<file path="src/rtl/l2_ecc_mon_pkg.sv">
// rtl/l2_ecc_mon_pkg.sv - shared types, defaults and saturating add for the L2 ECC error monitor
package l2_ecc_mon_pkg;

  typedef enum logic {
    ECC_CH_R = 1'b0,
    ECC_CH_B = 1'b1
  } ecc_chan_e;

  localparam int unsigned DefaultCntWidth = 16;

  // Adds b to a and clamps the result to the all-ones value of a w-bit counter (w <= 32)
  function automatic logic [31:0] sat_add(input logic [31:0] a, input logic [31:0] b,
                                          input int unsigned w);
    logic [32:0] sum;
    logic [32:0] max;
    max = (33'd1 << w) - 33'd1;
    sum = {1'b0, a} + {1'b0, b};
    if (sum > max) begin
      return max[31:0];
    end
    return sum[31:0];
  endfunction

endpackage

</file>
<file path="src/rtl/l2_ecc_err_mon_if.sv">
// rtl/l2_ecc_err_mon_if.sv - snooped R/B response handshakes, IDs and ECC user bits of the L2 ports
interface l2_ecc_err_mon_if #(
  parameter int unsigned NumPort    = 2,
  parameter int unsigned AxiIdWidth = 5
);

  logic [NumPort-1:0]                 r_hs;
  logic [NumPort-1:0][AxiIdWidth-1:0] r_id;
  logic [NumPort-1:0]                 r_err;
  logic [NumPort-1:0]                 b_hs;
  logic [NumPort-1:0][AxiIdWidth-1:0] b_id;
  logic [NumPort-1:0]                 b_err;

  modport master (
    output r_hs, r_id, r_err, b_hs, b_id, b_err
  );

  modport slave (
    input r_hs, r_id, r_err, b_hs, b_id, b_err
  );

endinterface

</file>
<file path="src/rtl/l2_ecc_log_fifo.sv">
// rtl/l2_ecc_log_fifo.sv - register-based synchronous FIFO with generic entry type, no fall-through
module l2_ecc_log_fifo #(
  parameter int unsigned LogDepth = 3,
  parameter type         entry_t  = logic [7:0]
) (
  input  logic   clk_i,
  input  logic   rst_ni,
  input  logic   push_i,
  input  entry_t data_i,
  input  logic   pop_i,
  output entry_t data_o,
  output logic   full_o,
  output logic   empty_o
);

  localparam int unsigned Depth = 1 << LogDepth;

  // Pointers carry one extra wrap bit so full and empty are distinguishable
  logic [LogDepth:0] wptr_q, wptr_d;
  logic [LogDepth:0] rptr_q, rptr_d;
  entry_t            mem_q [Depth];
  logic              push_en;
  logic              pop_en;

  assign empty_o = (wptr_q == rptr_q);
  assign full_o  = (wptr_q[LogDepth-1:0] == rptr_q[LogDepth-1:0]) &&
                   (wptr_q[LogDepth] != rptr_q[LogDepth]);

  // A pop frees a slot in the same cycle, so a push into a full FIFO is taken when popping
  assign pop_en  = pop_i & ~empty_o;
  assign push_en = push_i & (~full_o | pop_en);

  assign wptr_d = wptr_q + {{LogDepth{1'b0}}, push_en};
  assign rptr_d = rptr_q + {{LogDepth{1'b0}}, pop_en};

  assign data_o = mem_q[rptr_q[LogDepth-1:0]];

  // Pointer advance and entry write
  always_ff @(posedge clk_i or negedge rst_ni) begin
    if (!rst_ni) begin
      wptr_q <= '0;
      rptr_q <= '0;
      for (int unsigned i = 0; i < Depth; i++) begin
        mem_q[i] <= '0;
      end
    end else begin
      wptr_q <= wptr_d;
      rptr_q <= rptr_d;
      if (push_en) begin
        mem_q[wptr_q[LogDepth-1:0]] <= data_i;
      end
    end
  end

endmodule

</file>
<file path="src/rtl/l2_ecc_err_mon.sv">
// rtl/l2_ecc_err_mon.sv - L2 ECC error monitor: counters, sticky flag, irq; log FIFO under L2_ECC_MON_LOG_EN
module l2_ecc_err_mon
  import l2_ecc_mon_pkg::*;
#(
  parameter int unsigned NumPort    = 2,
  parameter int unsigned AxiIdWidth = 5,
  parameter int unsigned LogDepth   = 3,
  parameter int unsigned CntWidth   = DefaultCntWidth,
  localparam int unsigned PortW     = (NumPort > 1) ? $clog2(NumPort) : 1
) (
  input  logic                  clk_i,
  input  logic                  rst_ni,
  l2_ecc_err_mon_if.slave       snoop_if,
  input  logic                  clear_i,
  output logic                  ecc_error_o,
  output logic                  irq_o,
  output logic [CntWidth-1:0]   err_cnt_o,
  output logic [CntWidth-1:0]   drop_cnt_o,
  output logic                  log_valid_o,
  input  logic                  log_ready_i,
  output logic [PortW-1:0]      log_port_o,
  output logic                  log_chan_o,
  output logic [AxiIdWidth-1:0] log_id_o
);

  logic [NumPort-1:0]  evt_r;
  logic [NumPort-1:0]  evt_b;
  logic                any_evt;
  logic [31:0]         evt_cnt;
  logic [31:0]         drop_inc;

  logic [CntWidth-1:0] err_cnt_q, err_cnt_d;
  logic [CntWidth-1:0] drop_cnt_q, drop_cnt_d;
  logic                ecc_q, ecc_d;
  logic                irq_q, irq_d;

  // Decode this cycle's error beats and count them
  always_comb begin
    evt_r   = snoop_if.r_hs & snoop_if.r_err;
    evt_b   = snoop_if.b_hs & snoop_if.b_err;
    any_evt = |{evt_r, evt_b};
    evt_cnt = '0;
    for (int p = 0; p < NumPort; p++) begin
      evt_cnt = evt_cnt + 32'(evt_r[p]) + 32'(evt_b[p]);
    end
  end

`ifdef L2_ECC_MON_LOG_EN
  typedef struct packed {
    logic [PortW-1:0]      port;
    ecc_chan_e             chan;
    logic [AxiIdWidth-1:0] id;
  } log_entry_t;

  log_entry_t sel_entry;
  log_entry_t head_entry;
  logic       sel_found;
  logic       fifo_full;
  logic       fifo_empty;
  logic       pop;
  logic       push_acc;

  // Pick one event to log: lowest port first, R before B within a port
  always_comb begin
    sel_found = 1'b0;
    sel_entry = '0;
    for (int p = 0; p < NumPort; p++) begin
      if (!sel_found && evt_r[p]) begin
        sel_found      = 1'b1;
        sel_entry.port = PortW'(p);
        sel_entry.chan = ECC_CH_R;
        sel_entry.id   = snoop_if.r_id[p];
      end
      if (!sel_found && evt_b[p]) begin
        sel_found      = 1'b1;
        sel_entry.port = PortW'(p);
        sel_entry.chan = ECC_CH_B;
        sel_entry.id   = snoop_if.b_id[p];
      end
    end
  end

  assign pop      = ~fifo_empty & log_ready_i;
  assign push_acc = sel_found & (~fifo_full | pop);
  assign drop_inc = evt_cnt - 32'(push_acc);

  l2_ecc_log_fifo #(
    .LogDepth (LogDepth),
    .entry_t  (log_entry_t)
  ) u_log_fifo (
    .clk_i   (clk_i),
    .rst_ni  (rst_ni),
    .push_i  (sel_found),
    .data_i  (sel_entry),
    .pop_i   (log_ready_i),
    .data_o  (head_entry),
    .full_o  (fifo_full),
    .empty_o (fifo_empty)
  );

  assign log_valid_o = ~fifo_empty;
  assign log_port_o  = head_entry.port;
  assign log_chan_o  = head_entry.chan;
  assign log_id_o    = head_entry.id;
`else
  // Without the log every event is a drop; IDs and the pop strobe have no consumer
  logic unused_log_inputs;
  assign unused_log_inputs = ^{snoop_if.r_id, snoop_if.b_id, log_ready_i};

  assign drop_inc    = evt_cnt;
  assign log_valid_o = 1'b0;
  assign log_port_o  = '0;
  assign log_chan_o  = 1'b0;
  assign log_id_o    = '0;
`endif

  // Clear zeroes the base values; this cycle's events are then applied on top
  always_comb begin
    err_cnt_d  = CntWidth'(sat_add(clear_i ? 32'd0 : 32'(err_cnt_q), evt_cnt, CntWidth));
    drop_cnt_d = CntWidth'(sat_add(clear_i ? 32'd0 : 32'(drop_cnt_q), drop_inc, CntWidth));
    ecc_d      = (ecc_q & ~clear_i) | any_evt;
    irq_d      = any_evt;
  end

  // Counter, sticky flag and irq registers
  always_ff @(posedge clk_i or negedge rst_ni) begin
    if (!rst_ni) begin
      err_cnt_q  <= '0;
      drop_cnt_q <= '0;
      ecc_q      <= 1'b0;
      irq_q      <= 1'b0;
    end else begin
      err_cnt_q  <= err_cnt_d;
      drop_cnt_q <= drop_cnt_d;
      ecc_q      <= ecc_d;
      irq_q      <= irq_d;
    end
  end

  assign err_cnt_o   = err_cnt_q;
  assign drop_cnt_o  = drop_cnt_q;
  assign ecc_error_o = ecc_q;
  assign irq_o       = irq_q;

endmodule

</file>
<file path="src/flat_wrapper.sv">
// flat-port wrapper written by rule: the top's interface ports become plain ports
module l2_ecc_err_mon_flat import l2_ecc_mon_pkg::*;
#(
  parameter int unsigned NumPort    = 2,
  parameter int unsigned AxiIdWidth = 5,
  parameter int unsigned LogDepth   = 3,
  parameter int unsigned CntWidth   = DefaultCntWidth,
  localparam int unsigned PortW     = (NumPort > 1) ? $clog2(NumPort) : 1
)
  (clk_i, rst_ni, clear_i, ecc_error_o, irq_o, err_cnt_o, drop_cnt_o, log_valid_o, log_ready_i, log_port_o, log_chan_o, log_id_o, snoop_if_r_hs, snoop_if_r_id, snoop_if_r_err, snoop_if_b_hs, snoop_if_b_id, snoop_if_b_err);
  l2_ecc_err_mon_if #(.NumPort(NumPort), .AxiIdWidth(AxiIdWidth)) snoop_if_i ();
  input  logic clk_i;
  input  logic rst_ni;
  input  logic clear_i;
  output logic ecc_error_o;
  output logic irq_o;
  output logic [CntWidth-1:0] err_cnt_o;
  output logic [CntWidth-1:0] drop_cnt_o;
  output logic log_valid_o;
  input  logic log_ready_i;
  output logic [PortW-1:0] log_port_o;
  output logic log_chan_o;
  output logic [AxiIdWidth-1:0] log_id_o;
  input wire logic [$bits(snoop_if_i.r_hs)-1:0] snoop_if_r_hs;
  input wire logic [$bits(snoop_if_i.r_id)-1:0] snoop_if_r_id;
  input wire logic [$bits(snoop_if_i.r_err)-1:0] snoop_if_r_err;
  input wire logic [$bits(snoop_if_i.b_hs)-1:0] snoop_if_b_hs;
  input wire logic [$bits(snoop_if_i.b_id)-1:0] snoop_if_b_id;
  input wire logic [$bits(snoop_if_i.b_err)-1:0] snoop_if_b_err;
  assign snoop_if_i.r_hs = snoop_if_r_hs;
  assign snoop_if_i.r_id = snoop_if_r_id;
  assign snoop_if_i.r_err = snoop_if_r_err;
  assign snoop_if_i.b_hs = snoop_if_b_hs;
  assign snoop_if_i.b_id = snoop_if_b_id;
  assign snoop_if_i.b_err = snoop_if_b_err;
  l2_ecc_err_mon #(.NumPort(NumPort), .AxiIdWidth(AxiIdWidth), .LogDepth(LogDepth), .CntWidth(CntWidth)) u_core (.clk_i(clk_i), .rst_ni(rst_ni), .snoop_if(snoop_if_i), .clear_i(clear_i), .ecc_error_o(ecc_error_o), .irq_o(irq_o), .err_cnt_o(err_cnt_o), .drop_cnt_o(drop_cnt_o), .log_valid_o(log_valid_o), .log_ready_i(log_ready_i), .log_port_o(log_port_o), .log_chan_o(log_chan_o), .log_id_o(log_id_o));
endmodule
</file>
<file path="config.mk">
export PLATFORM = sky130hd
export DESIGN_NAME = l2_ecc_err_mon_flat
export DESIGN_NICKNAME = d
export VERILOG_FILES = /design/src/rtl/l2_ecc_mon_pkg.sv /design/src/rtl/l2_ecc_err_mon_if.sv /design/src/rtl/l2_ecc_log_fifo.sv /design/src/rtl/l2_ecc_err_mon.sv /design/src/flat_wrapper.sv
export SDC_FILE = /design/constraint.sdc
export NUM_CORES = 1
export LEC_CHECK = 0
export BUFFER_PORTS_ARGS = -buffer_cell sky130_fd_sc_hd__buf_4
export CAP_MARGIN = 10
export CORE_MARGIN = 4
export CORE_UTILIZATION = 45
export CTS_CLUSTER_SIZE = 8
export DETAILED_ROUTE_END_ITERATION = 8
export PLACE_DENSITY_LB_ADDON = 0.15
export SLEW_MARGIN = 40
export SYNTH_ARGS = -nofsm -noshare
export SYNTH_HDL_FRONTEND = slang
export SYNTH_SLANG_ARGS = --single-unit
</file>
<file path="constraint.sdc">
create_clock -name clk_i -period 2.5 [get_ports clk_i]
set_input_delay 0.5 -clock clk_i [delete_from_list [all_inputs] [get_ports clk_i]]
set_output_delay 0.5 -clock clk_i [all_outputs]
set_load 0.005 [all_outputs]
</file>
# == After elaboration in Yosys (flattened, before gate mapping) ==
# Cells that the tools add are included.
# word_totals
reg_bits,34
latch_bits,0
ram_bits,0
rom_bits,0
output_inout_bits,42
mem_count,0
# op_classes
n_addsub,5
n_mul,0
div,0
order_cmp,2
eq_ne,0
shift,0
n_mux,8
bitwise_logic,5
reduce_logical,1
# ops
operator,n
two-way mux 16 bit,6
adder 16 x 32 -> 33 bit,2
> comparator 33 x 16 -> 1 bit (second input constant),2
adder 32 x 1 -> 32 bit,2
AND 2 bit,2
OR reduction 4 bit,1
adder 1 x 1 -> 2 bit,1
two-way mux 1 bit,2
AND 1 bit,1
inverter 1 bit,1
OR 1 bit,1

# == Depth between registers and ports, before layout ==
# logic_depth
ltp_word,8
ltp_mapped,16

# == Worst setup path before layout ==
# No wires, ideal clock.
# synth_timing
path_kind,input to register
from,input snoop_if_b_hs[0]
to,register u_core.err_cnt_q[14] (netlist: u_core.err_cnt_o[14])
setup_ns,0.136
t_arrival_ns,3.232
path_slack_ns,-0.868
cell_stages,15
n_path_buf,0
cell_sequence,nand2_1 inv_1 ha_1 inv_1 fa_1 inv_1 ha_1 xnor2_1 ha_1 a21boi_0 o41ai_4 nor3b_4 nand4_1 nor3_1 a211oi_1
# synth_via
elab_chain_len,8
# synth_rtl
item,line,source
"start, declared",flat_wrapper.sv:27,input wire logic [$bits(snoop_if_i.b_hs)-1:0] snoop_if_b_hs;
AND 2 bit (*),l2_ecc_err_mon.sv:40,evt_b = snoop_if.b_hs & snoop_if.b_err;
adder 1 x 1 -> 2 bit (*),l2_ecc_err_mon.sv:44,evt_cnt = evt_cnt + 32'(evt_r[p]) + 32'(evt_b[p]);
adder 32 x 1 -> 32 bit (*) (2 in series),l2_ecc_err_mon.sv:44,
adder 16 x 32 -> 33 bit (*),l2_ecc_mon_pkg.sv:17,"sum = {1'b0, a} + {1'b0, b};"
> comparator 33 x 16 -> 1 bit,l2_ecc_mon_pkg.sv:18,if (sum > max) begin
two-way mux 1 bit,l2_ecc_mon_pkg.sv:18,
two-way mux 16 bit (*),l2_ecc_mon_pkg.sv:21,return sum[31:0];
net u_core.err_cnt_d[14],l2_ecc_err_mon.sv:32,"logic [CntWidth-1:0] err_cnt_q, err_cnt_d;"
"end signal, assigned",l2_ecc_err_mon.sv:133,err_cnt_q <= err_cnt_d;
"end, declared",l2_ecc_err_mon.sv:32,
# The timed path passes the listed nets; every way through them passes the cells marked *.

# == Worst setup path in the final report ==
# layout_timing
from,input snoop_if_b_hs[0]
to,register u_core.drop_cnt_q[15] (netlist: u_core.drop_cnt_o[15])
# layout_via
elab_chain_len,8
# layout_rtl
item,line,source
AND 2 bit (*),l2_ecc_err_mon.sv:40,
adder 1 x 1 -> 2 bit (*),l2_ecc_err_mon.sv:44,
adder 32 x 1 -> 32 bit (*) (2 in series),l2_ecc_err_mon.sv:44,
adder 16 x 32 -> 33 bit (*),l2_ecc_mon_pkg.sv:17,
> comparator 33 x 16 -> 1 bit,l2_ecc_mon_pkg.sv:18,
two-way mux 1 bit,l2_ecc_mon_pkg.sv:18,
two-way mux 16 bit (*),l2_ecc_mon_pkg.sv:21,
net u_core.drop_cnt_d[15],l2_ecc_err_mon.sv:33,"logic [CntWidth-1:0] drop_cnt_q, drop_cnt_d;"
"end signal, assigned",l2_ecc_err_mon.sv:134,drop_cnt_q <= drop_cnt_d;
"end, declared",l2_ecc_err_mon.sv:33,
# Marks and branches as above.

==> results.json <==
{
  "timing.rr.end": "u_core.drop_cnt_o[15]",
  "clock_insertion_delay_worst_skew_ns": 0.29,
  "cell_family_with_the_largest_share_of_critical_path_delay": "adder cells",
  "drv.max_cap_violation_count": 0,
  "hold_viol_final": 0,
  "reg2regPathDepth": 10,
  "maximum_single_stage_delay_on_the_critical_path_ns": 0.38,
  "outcome": "complete, but fails checks",
  "synth_seq_cells": 34,
  "gp_congestion": 0.884,
  "synth.top_cells.by_area": "sky130_fd_sc_hd__dfrtp_1 (39%), sky130_fd_sc_hd__ha_1 (5.1%), sky130_fd_sc_hd__nand2_1 (4.9%)",
  "area_delta_synth_final_pct": 59.4,
  "synth_ff_type": "sky130_fd_sc_hd__dfrtp_1",
  "netlist.area_leader.share": 0.386,
  "critPathSlowestCell": "sky130_fd_sc_hd__o41ai_4",
  "tritonroute_pass_1_iters": 4,
  "dpl.hpwl_um": 4030,
  "critPathMostFrequentCell": "sky130_fd_sc_hd__ha_4",
  "chipHeight_um": 78.0,
  "postLayoutSetupSlackWorst_ns": -0.412,
  "place_ws_ns": -0.831,
  "wire_length_of_the_first_global_routing_pass_um": 10500,
  "report.final.slew_viol_count": 0,
  "most-common-layout-cells": "sky130_fd_sc_hd__buf_4 (74), sky130_fd_sc_hd__dfrtp_1 (34), sky130_fd_sc_hd__nand2_1 (18)",
  "clock_sinks": 34,
  "routed-via-count": 2152,
  "peakVddDrop_v": 0.000357,
  "initial_utilization": 0.466,
  "worst_setup_path_end_kind": "flop",
  "setup_total_negative_slack_ns": -7.87,
  "rsz0062_at_grt": "yes",
  "globalRoute.totalOverflow": 0,
  "syn-mean-instance-area_um2": 8.95,
  "netlist_instances": 246,
  "cp_data_required_time_ns": 2.68,
  "worst-path-buf-inv": 8,
  "synth_area_leader_cell": "sky130_fd_sc_hd__dfrtp_1",
  "ant_nets": 0,
  "fin_skew_ns": 0.0114,
  "clock_tree.root_cell": "sky130_fd_sc_hd__clkbuf_8",
  "cts_buffers": 5,
  "die_width_um": 78.0,
  "final_nets": 375,
  "worst_reg2reg_startpoint": "u_core.drop_cnt_o[1]",
  "synth-async-reset-ratio": 1.00,
  "period_share": 1.16,
  "crit_chain": "buf_6 -> nand2_4 -> inv_4 -> ha_4 -> inv_2 -> fa_2 -> inv_2 -> ha_4 -> inv_4 -> xnor2_4 -> ha_4 -> a21oi_4 -> o41ai_4 -> buf_4 -> buf_4 -> buf_6 -> nor3_2 -> a211oi_1",
  "routed_wire_length_per_instance_um": 16.3,
  "fmaxAchievable_ghz": 0.343,
  "min_period_ns": 2.91,
  "grt_start_max_net_pins": 35,
  "synth_enable_flop_cells": 0,
  "drt_first_iter_violations": 248,
  "route.detailed.drc": 0,
  "worst_hold_check_path_type": "in -> async",
  "die_area_um2": 6080,
  "hold_slack_ns": 0.144,
  "worstSetupStartpointType": "input pin",
  "tritoncts": "built",
  "wirelength_um": 6550,
  "netlist_area_um2": 2200,
  "fp.coreArea_um2": 4720,
  "power_density_nw_per_um2": 529,
  "antenna-diode-count": 0,
  "share_of_post_route_cells_with_drive_strength_above_1": 0.479,
  "synth_seq_area_share": 0.386,
  "ff2ff_setup_slack_ns": 0.22,
  "power.static_leakage_nw": 1.64,
  "globalRouteTotalUtil": 0.220,
  "leading_cell_type_in_the_layout_fill_and_taps_excluded": "sky130_fd_sc_hd__buf_4",
  "post_synth_num_cell_types": 42,
  "top_level_ports": 74,
  "failed_checks": "negative setup slack",
  "utilization": 0.743,
  "timing.critical_path.arrival_ns": 3.09,
  "clock_edge_transition_at_the_registers_on_the_reported_setup_and_hold_paths_ns": 0.08,
  "number_of_global_route_vias_before_repair": 2176,
  "synthesis.yosys.warnings": 0,
  "cts_max_level": 2,
  "placementRows": 25,
  "number_of_antenna_violations_at_the_first_check_in_global_routing": 0,
  "clockBufferDepth": 2,
  "viasPerCell": 5.37,
  "path_type_of_the_worst_setup_path": "in -> reg",
  "buffer_ports.inserted": 44,
  "path_max_fanout": 4,
  "num-fill-cells": 324,
  "cts_hold_repair.buffers": 0,
  "setup_violations": 32
}
==> how the worst max path moves through the flow <==
| stage | from | to | slack [ns] | cells after the start |
|---|---|---|---|---|
| after floorplan | snoop_if_r_hs[0] | u_core.err_cnt_o[14] | -0.63 | 15 |
| after global placement | snoop_if_r_hs[0] | u_core.err_cnt_o[14] | -0.74 | 16 |
| after detailed placement | snoop_if_r_hs[0] | u_core.err_cnt_o[14] | -0.83 | 16 |
| after CTS | snoop_if_b_err[0] | u_core.drop_cnt_o[8] | -0.35 | 17 |
| after global routing | snoop_if_b_hs[0] | u_core.err_cnt_o[12] | -0.45 | 16 |
| final | snoop_if_b_hs[0] | u_core.drop_cnt_o[15] | -0.41 | 18 |
==> metal layers <==
layer / up-vias / track usage / part of all wire
li1: 1016 / - / -
met1: 1047 / 0.274 / 0.42
met2: 72 / 0.352 / 0.50
met3: 17 / 0.0510 / 0.052
met4: 0 / 0.115 / 0.023
met5: - / 0 / 0
==> cell families after synthesis <==
group,Yosys count,synth area share
other,1,0.00170
buffers and inverters,30,0.0665
XOR/XNOR,19,0.0756
flip-flops,34,0.386
AND/OR/NAND/NOR,104,0.256
adder cells (fa/ha/maj),10,0.0602
multiplexers,3,0.0136
AO/OA/AOI/OAI,45,0.140
==> cell type report <==
class                      instances  area (um2)  area share
sequential                        34         851       0.242
timing repair buffer              90         756       0.215
tap                               67        83.8      0.0239
clock buffer                       8         110      0.0314
inverter                          13        56.3      0.0160
multi-input combinational        189        1650       0.471
==> report_power, final <==
part,internal [mW],switching [mW],leakage (nW)
Sequential,0.595,0.0449,0.459
Combinational,0.389,0.336,1.13
Clock,0.279,0.213,0.0575
==> state kept, by name (all words and copies together) (netlist names) <==
| name | count |
|---|---|
| u_core.irq_o | 1 |
| u_core.drop_cnt_o | 16 |
| u_core.ecc_error_o | 1 |
| u_core.err_cnt_o | 16 |
==> what timing repair did <==
action	in CTS	in global routing
resized for setup	72	19
setup buffers	17	5
pin swaps	36	26
endpoints found under the setup margin	32	32
==> through the flow <==
stage	power, mW	cell area (um2)	std cells
after floorplan	0.896	2330	253
after global placement	1.10	2840	374
after detailed placement	1.11	2840	374
after CTS	1.78	3380	397
after global routing	1.94	3510	401
final	1.86	3510	401
==> Yosys cell counts, types with 3 or more instances <==
master                     instances
sky130_fd_sc_hd__a211oi_1          3
sky130_fd_sc_hd__a21oi_1          11
sky130_fd_sc_hd__a31oi_1           4
sky130_fd_sc_hd__and2_1            4
sky130_fd_sc_hd__and3_1            3
sky130_fd_sc_hd__and4_1            3
sky130_fd_sc_hd__buf_2             3
sky130_fd_sc_hd__buf_4             8
sky130_fd_sc_hd__clkbuf_1          5
sky130_fd_sc_hd__dfrtp_1          34
sky130_fd_sc_hd__ha_1              9
sky130_fd_sc_hd__inv_1            13
sky130_fd_sc_hd__mux2i_1           3
sky130_fd_sc_hd__nand2_1          29
sky130_fd_sc_hd__nand2b_1          7
sky130_fd_sc_hd__nand3_1           6
sky130_fd_sc_hd__nand3b_1          3
sky130_fd_sc_hd__nand4_1           8
sky130_fd_sc_hd__nor2_1           15
sky130_fd_sc_hd__nor2b_1           4
sky130_fd_sc_hd__nor3_1           10
sky130_fd_sc_hd__nor3b_1           5
sky130_fd_sc_hd__o21ai_0          14
sky130_fd_sc_hd__xnor2_1          12
sky130_fd_sc_hd__xor2_1            7
Note: power is estimated with default switching activity, not from simulation.
